$ cat src/rtl/colorbar_timing_gen.sv
// colorbar_timing_gen
// Free-running 640x480 video timing generator with an 8-bar colour pattern.
// Produces active-low hsync/vsync, data enable and a 24-bit RGB pixel, all
// registered, one clock behind the scan counters.
// Optional feature macro: COLORBAR_TIMING_GEN_RAMP_EN -- when defined, the
// bottom quarter of the active lines shows a grey ramp instead of bars.
module colorbar_timing_gen #(
  parameter int H_ACTIVE = 640,
  parameter int H_FP     = 16,
  parameter int H_SYNC   = 96,
  parameter int H_BP     = 48,
  parameter int V_ACTIVE = 480,
  parameter int V_FP     = 10,
  parameter int V_SYNC   = 2,
  parameter int V_BP     = 33
) (
  input  logic        clock,
  input  logic        reset,
  output logic        hsync_out,
  output logic        vsync_out,
  output logic        de_out,
  output logic [23:0] pixel_out
);

  localparam int H_TOTAL = H_ACTIVE + H_FP + H_SYNC + H_BP;
  localparam int V_TOTAL = V_ACTIVE + V_FP + V_SYNC + V_BP;
  localparam int BAR_W   = H_ACTIVE / 8;
  localparam int BAR_CW  = (BAR_W > 1) ? $clog2(BAR_W) : 1;

  // Boundaries sized to the counters so every compare is width-matched.
  localparam logic [10:0] H_ACT_C      = 11'(H_ACTIVE);
  localparam logic [10:0] H_SYNC_BEG_C = 11'(H_ACTIVE + H_FP);
  localparam logic [10:0] H_SYNC_END_C = 11'(H_ACTIVE + H_FP + H_SYNC);
  localparam logic [10:0] H_LAST_C     = 11'(H_TOTAL - 1);
  localparam logic [9:0]  V_ACT_C      = 10'(V_ACTIVE);
  localparam logic [9:0]  V_SYNC_BEG_C = 10'(V_ACTIVE + V_FP);
  localparam logic [9:0]  V_SYNC_END_C = 10'(V_ACTIVE + V_FP + V_SYNC);
  localparam logic [9:0]  V_LAST_C     = 10'(V_TOTAL - 1);
  localparam logic [BAR_CW-1:0] BAR_LAST_C = BAR_CW'(BAR_W - 1);

`ifdef COLORBAR_TIMING_GEN_RAMP_EN
  localparam logic [9:0]  V_RAMP_C     = 10'(V_ACTIVE * 3 / 4);
`endif

  // Scan state
  logic [10:0]       h_count_reg, h_count_next;
  logic [9:0]        v_count_reg, v_count_next;
  logic [BAR_CW-1:0] bar_sub_reg, bar_sub_next;
  logic [2:0]        bar_idx_reg, bar_idx_next;

  // Registered outputs
  logic              hsync_reg, hsync_next;
  logic              vsync_reg, vsync_next;
  logic              de_reg, de_next;
  logic [23:0]       pixel_reg, pixel_next;

  logic              h_wrap;
  logic              v_wrap;
  logic              active;

  // Colour of each bar: R off for idx bit1, G off for idx bit2, B off for idx bit0.
  logic [23:0] bar_color [8];

  generate
    for (genvar gi = 0; gi < 8; gi++) begin : g_bar_color
      localparam logic [2:0] IDX = 3'(gi);
      assign bar_color[gi] = {{8{~IDX[1]}}, {8{~IDX[2]}}, {8{~IDX[0]}}};
    end
  endgenerate

  // Region decode of the current scan position.
  always_comb begin
    h_wrap = (h_count_reg == H_LAST_C);
    v_wrap = (v_count_reg == V_LAST_C);
    active = (h_count_reg < H_ACT_C) && (v_count_reg < V_ACT_C);
  end

  // Next scan position: h wraps every line, v advances on the h wrap.
  always_comb begin
    h_count_next = h_wrap ? 11'd0 : h_count_reg + 11'd1;
    v_count_next = v_count_reg;
    if (h_wrap) begin
      v_count_next = v_wrap ? 10'd0 : v_count_reg + 10'd1;
    end
  end

  // Bar tracking without a divider: sub-counter over BAR_W pixels drives the index.
  always_comb begin
    bar_sub_next = bar_sub_reg;
    bar_idx_next = bar_idx_reg;
    if (h_wrap) begin
      bar_sub_next = '0;
      bar_idx_next = 3'd0;
    end else if (active) begin
      if (bar_sub_reg == BAR_LAST_C) begin
        bar_sub_next = '0;
        bar_idx_next = bar_idx_reg + 3'd1;
      end else begin
        bar_sub_next = bar_sub_reg + BAR_CW'(1);
      end
    end
  end

  // Output values for the position currently held in the counters.
  always_comb begin
    hsync_next = ~((h_count_reg >= H_SYNC_BEG_C) && (h_count_reg < H_SYNC_END_C));
    vsync_next = ~((v_count_reg >= V_SYNC_BEG_C) && (v_count_reg < V_SYNC_END_C));
    de_next    = active;
    pixel_next = 24'h000000;
    if (active) begin
      pixel_next = bar_color[bar_idx_reg];
`ifdef COLORBAR_TIMING_GEN_RAMP_EN
      if (v_count_reg >= V_RAMP_C) begin
        pixel_next = {3{h_count_reg[9:2]}};
      end
`endif
    end
  end

  // State and output registers; reset parks the scan at (0,0) with blank outputs.
  always_ff @(posedge clock or posedge reset) begin
    if (reset) begin
      h_count_reg <= 11'd0;
      v_count_reg <= 10'd0;
      bar_sub_reg <= '0;
      bar_idx_reg <= 3'd0;
      hsync_reg   <= 1'b1;
      vsync_reg   <= 1'b1;
      de_reg      <= 1'b0;
      pixel_reg   <= 24'h000000;
    end else begin
      h_count_reg <= h_count_next;
      v_count_reg <= v_count_next;
      bar_sub_reg <= bar_sub_next;
      bar_idx_reg <= bar_idx_next;
      hsync_reg   <= hsync_next;
      vsync_reg   <= vsync_next;
      de_reg      <= de_next;
      pixel_reg   <= pixel_next;
    end
  end

  assign hsync_out = hsync_reg;
  assign vsync_out = vsync_reg;
  assign de_out    = de_reg;
  assign pixel_out = pixel_reg;

endmodule

$ cat config.mk
export PLATFORM = sky130hd
export DESIGN_NAME = colorbar_timing_gen
export DESIGN_NICKNAME = d
export VERILOG_FILES = /design/src/rtl/colorbar_timing_gen.sv
export SDC_FILE = /design/constraint.sdc
export NUM_CORES = 1
export LEC_CHECK = 0
export BUFFER_PORTS_ARGS = -buffer_cell sky130_fd_sc_hd__buf_4
export CORE_MARGIN = 2
export CORE_UTILIZATION = 50
export CTS_CLUSTER_DIAMETER = 40
export CTS_CLUSTER_SIZE = 14
export DETAILED_ROUTE_END_ITERATION = 7
export GPL_ROUTABILITY_DRIVEN = 0
export GPL_TIMING_DRIVEN = 0
export PLACE_DENSITY = 0.71
export SYNTH_ARGS = -nofsm -noshare
export SYNTH_HDL_FRONTEND = slang
export SYNTH_SLANG_ARGS = --single-unit
$ cat constraint.sdc
create_clock -name clock -period 2.7 [get_ports clock]
set_input_delay 0.405 -clock clock [delete_from_list [all_inputs] [get_ports clock]]
set_output_delay 0.405 -clock clock [all_outputs]
set_load 0.01 [all_outputs]
==> After elaboration in Yosys (flattened, before gate mapping) <==
Memories as Yosys holds them, arrays and structs flattened.
Cells that the tools add are included.
{ "totals": {"reg_bits": 58, "latch_bits": 0, "ramBits": 0, "rom_bits": 192, "inputBits": 2, "wordCells": 43, "n_memories": 1} }
{ "mem_list": {"columns": ["name", "words", "word_bits", "read_ports", "rd_clocked_by_memory_dff", "wr", "line_no", "rtl"], "rows": [
  ["(name not given)", 8, 24, 1, 0, 0, "111", "pixel_next = bar_color[bar_idx_reg];"]
]} }
{ "classes": {"add_sub_neg": 4, "mul": 0, "n_div": 0, "n_lt_le_gt_ge": 7, "n_eq_ne": 3, "shifts": 0, "n_mux": 11, "n_bitwise": 3, "reduce_logical": 6} }
{ "ops": {"columns": ["cell", "n"], "rows": [
  ["$mux 24", 3],
  ["$lt 11x10->1 const B", 2],
  ["$mux 7", 3],
  ["$lt 10x9->1 const B", 2],
  ["$add 11x1->11 const B", 1],
  ["$eq 11x10->1 const B", 1],
  ["$ge 11x10->1 const B", 1],
  ["$mux 11", 1],
  ["$add 10x1->10 const B", 1],
  ["$eq 10x10->1 const B", 1],
  ["$ge 10x9->1 const B", 1],
  ["$mux 10", 1],
  ["$mux 3", 3],
  ["$add 7x1->7 const B", 1],
  ["$eq 7x7->1 const B", 1],
  ["$ge 4x4->1 const B", 1],
  ["$not 3->4", 1],
  ["$reduce_bool 2->1", 2],
  ["$add 3x1->3 const B", 1],
  ["$logic_and 1x1->1", 3],
  ["$not 1->1", 2],
  ["$reduce_and 2->1", 1]
]} }

==> Longest topological paths before layout <==
{ "depth": {"word_depth": 5, "mapped_depth": 7, "depth_no_buf": 6} }

==> Worst setup path before layout <==
OpenSTA, ideal clock, no wires.
{ "synth_path": {"path_kind": "register -> register", "start": "reg h_count_reg[5]", "end": "reg v_count_reg[9]", "setup_time_ns": 0.077, "arrival_time_ns": 1.646, "required_ns": 2.623, "path_slack_ns": 0.977, "stages_incl_launch_ff": 5, "n_path_buf": 0, "period_less_slack_ns": 1.723, "path_cell_list": "dfrtp_1 > nor4b_4 > nand3_4 > or4_1 > a21oi_1"} }
{ "synth_between": {"elab_chain_len": 1} }
{ "synth_rtl": {"columns": ["item", "line_no", "rtl"], "rows": [
  ["start, declared", "46", "logic [10:0] h_count_reg, h_count_next;"],
  ["start signal, assigned", "132", "h_count_reg <= h_count_next;"],
  ["$eq 11x10->1", "73", "h_wrap = (h_count_reg == H_LAST_C);"],
  ["end signal, assigned", "133", "v_count_reg <= v_count_next;"],
  ["end, declared", "47", "logic [9:0] v_count_reg, v_count_next;"]
]} }
No other way between the ends.
A chain may end at the register's enable or synchronous reset.

==> Worst setup path in the final report <==
Ends and elaborated chain as after synthesis.

==> metrics.md <==
| Metric | Value |
|---|---|
| Min Hold Slack | 0.2740 ns |
| Max-slew headroom | approximately half |
| Number of synthesized flops with an enable pin | 0 |
| CP Capture Type | flop |
| Synthesis Warnings | 0 |
| Setup Fix Bufs, Post-CTS | 0 |
| Via count | around 1400 |
| Cts repair resizes | 0 |
| Post-synth top area cell | dfrtp_1 |
| Post-DRT Antenna Nets | 0 |
| Fin Clk Skew | between 0.006 and 0.007 ns |
| Final Critical Period | a little under 2 ns |
| Slew Limit Fails | 0 |
| Total nets after synthesis | 198 |
| Fin crit share | between 70% and 80% |
| Port Buffers | 28 |
| Root buffer cell | clkbuf_8 |
| Synth area leaders | dfrtp_1 45%, buf_4 8.2%, xor2_1 4.1%, nor2_1 3.3%, ha_1 3.2% |
| Syn_area_per_cell | around 10 sq um |
| Num rows | 22 |
| Syn Inst Count | about 190 |
| Cts-stage hold buffer count | 0 |
| Vias in the first global route | 1369 |
| Outcome | finished, final reports clean |
| Ys async rst share | 100.0% |
| Area growth syn-to-layout | 18.65% |
| Clk_lat worst skew | ~0.28 ns |
| # setup viols final | 0 |
| IO Pins | 29 |
| Num CTS Buffers | 5 |
| Critical path class | reg -> reg |
| Die height | 66.16 um |
| Most frequent cells in the layout | 49 x buf_4, 35 x dfrtp_1, 17 x nor2_1 |
| Grt ovf | 0 |
| Fin util | just over 60% |
| Top FF cell, synth | dfrtp_1 |
| CTS H-tree lvls | 2 |
| CTS max path bufs | 2 |
| Setup crit start | h_count_reg[5] |
| Die Area | about 4400 sq um |
| DRC violations left | 0 |
| Die width | between 60 and 70 um |
| Max reg flops | 11 |
| Antenna Cells | 0 |
| First-pass GRT wire length | slightly above 6000 um |
| Crit-path slowest cell | or4_1 |
| Post-Layout Inst Area | 2292 sq um |
| Register area | around 930 sq um |
| Critical Path Fanout Max | 9 |
| Multi-input gate area | approximately 800 sq um |
| Power per standard cell area | ~410 nW/um^2 |
| CP Cell Sequence | nor4b_4 > nand3_4 > or4_1 > a21oi_1 |
| Starting Density | 52.37% |
| Setup_tns | 0 ns |
| Clk sink count | 37 |
| Max Freq | ~520 MHz |
| Fin. Hold Viols | 0 |
| Sequential area share after synthesis | approximately half |
| Worst r2r src | h_count_reg[5] |
| Placed instance area | 2202 sq um |
| Final nets | 233 |
| 1st-iter DRT viols | 31 |
| CP peak stage delay | between 0.5 and 0.6 ns |
| R2R depth | 4 |
| TritonCTS clock tree | yes |
| Initial antenna violation count | 0 |
| WP data required | 2.91 ns |
| Flops & latches, synth | 37 |
| Clk slew on worst S/H paths | ~0.070 ns |
| Worst Tran Pin Value | 0.7766 ns |
| Hold WC Path Type | in -> async |
| Drt wl/cell | about 13 um |
| Post-synth top area share | 45.34% |
| Vias per cell | around 5.3 |
| Largest net degree at the start of global routing | 38 |
| Fillers | around 320 |
| Crit path DAT | 2.15 ns |
| Max-Cap Viols | 0 |
| Static Leak | between 1 and 1.5 nW |
| DRT Pass-1 Iters | 4 |
| Total GRT Usage | a little under a fifth |
| Max rail drop VDD | about 350 uV |
| Most common cell after layout, fill and taps aside | buf_4 |
| Detail Placement HPWL | between 2000 and 3000 um |
| RSZ-0062 raised after global routing | no |
| Routed WL | about 3700 um |
| Mapped Area | slightly below 2000 sq um |
| Fraction of layout cells with a size suffix above 1 | ~30% |
| Netlist cell types | 36 |
| Startpoint class of the critical path | flop |
| Core area | between 3000 and 4000 sq um |
==> cell families (layout without fill, tap and decap cells) <==
kind of cell	Yosys count	count (layout)	share of synthesized area (%)
XOR/XNOR	15	15	6.801
flip-flops	37	37	48.06
buffers and inverters	31	67	10.69
multiplexers	2	2	1.036
adder cells (fa/ha/maj)	5	5	3.238
AND/OR/NAND/NOR	78	78	23.12
AO/OA/AOI/OAI	23	23	7.060
==> routing by layer <==
metal	global-route usage [%]	wire, um	vias to the layer above
met5	0	0	-
li1	-	-	717
met1	21.40	1615	673
met4	6.378	44	0
met2	32.50	1775	49
met3	5.111	240	5
==> power breakdown <==
group	switching, W	internal, W	leakage, nW	total (W)
registers	0	0.000554	0.460	0.000554
clock network	0.000176	0.000208	0.0455	0.000384
logic	0.0000107	0.00000104	0.521	0.0000117
==> critical path, delay by kind of cell (launching register included) <==
kind / cells / cell delay, ns
AO/OA/AOI/OAI: 1 / 0.15
AND/OR/NAND/NOR: 3 / 1.26
flip-flops: 1 / 0.47
==> cell type report <==
cell class | instances | area share (%)
sequential | 37 | 40.50
multi-input combinational | 123 | 34.77
timing repair buffer | 28 | 9.170
buffer | 25 | 8.024
clock buffer | 8 | 3.930
tap | 48 | 2.620
inverter | 6 | 0.9825
==> metrics by stage <==
step / setup slack [ns] / cells / power [W]
after global routing: 0.6437 / 275 / 0.0009918
after floorplan: 0.9769 / 191 / 0.0005728
after detailed placement: 0.8038 / 267 / 0.0005772
after CTS: 0.7762 / 275 / 0.0009635
final: 0.7607 / 275 / 0.0009503
after global placement: 0.8415 / 267 / 0.0005766
==> path summary, 6_finish.rpt <==
check                                  endpoint  slack (ns)
worst max-delay path             v_count_reg[9]        0.76
worst min-delay path             h_count_reg[2]        0.27
worst max register to register   v_count_reg[9]        0.76
worst min register to register    pixel_out[15]        0.46
max in group asynchronous       h_count_reg[10]        1.94
min in group clock                pixel_out[15]        0.46
==> cell usage after synthesis (2+ instances only) <==
| cell | number |
|---|---|
| xor2_1 | 9 |
| mux2i_1 | 2 |
| nor3_1 | 2 |
| or4_1 | 3 |
| nand3_1 | 12 |
| o21ai_0 | 6 |
| inv_1 | 6 |
| and3_2 | 2 |
| a21oi_1 | 10 |
| xnor2_1 | 6 |
| dfstp_2 | 2 |
| clkbuf_1 | 2 |
| nand2_1 | 16 |
| ha_1 | 5 |
| o31ai_1 | 4 |
| dfrtp_1 | 35 |
| buf_4 | 21 |
| or3_1 | 4 |
| and3_1 | 5 |
| nand4_1 | 7 |
| nor2_1 | 17 |
(Power assumes the default switching activity.)
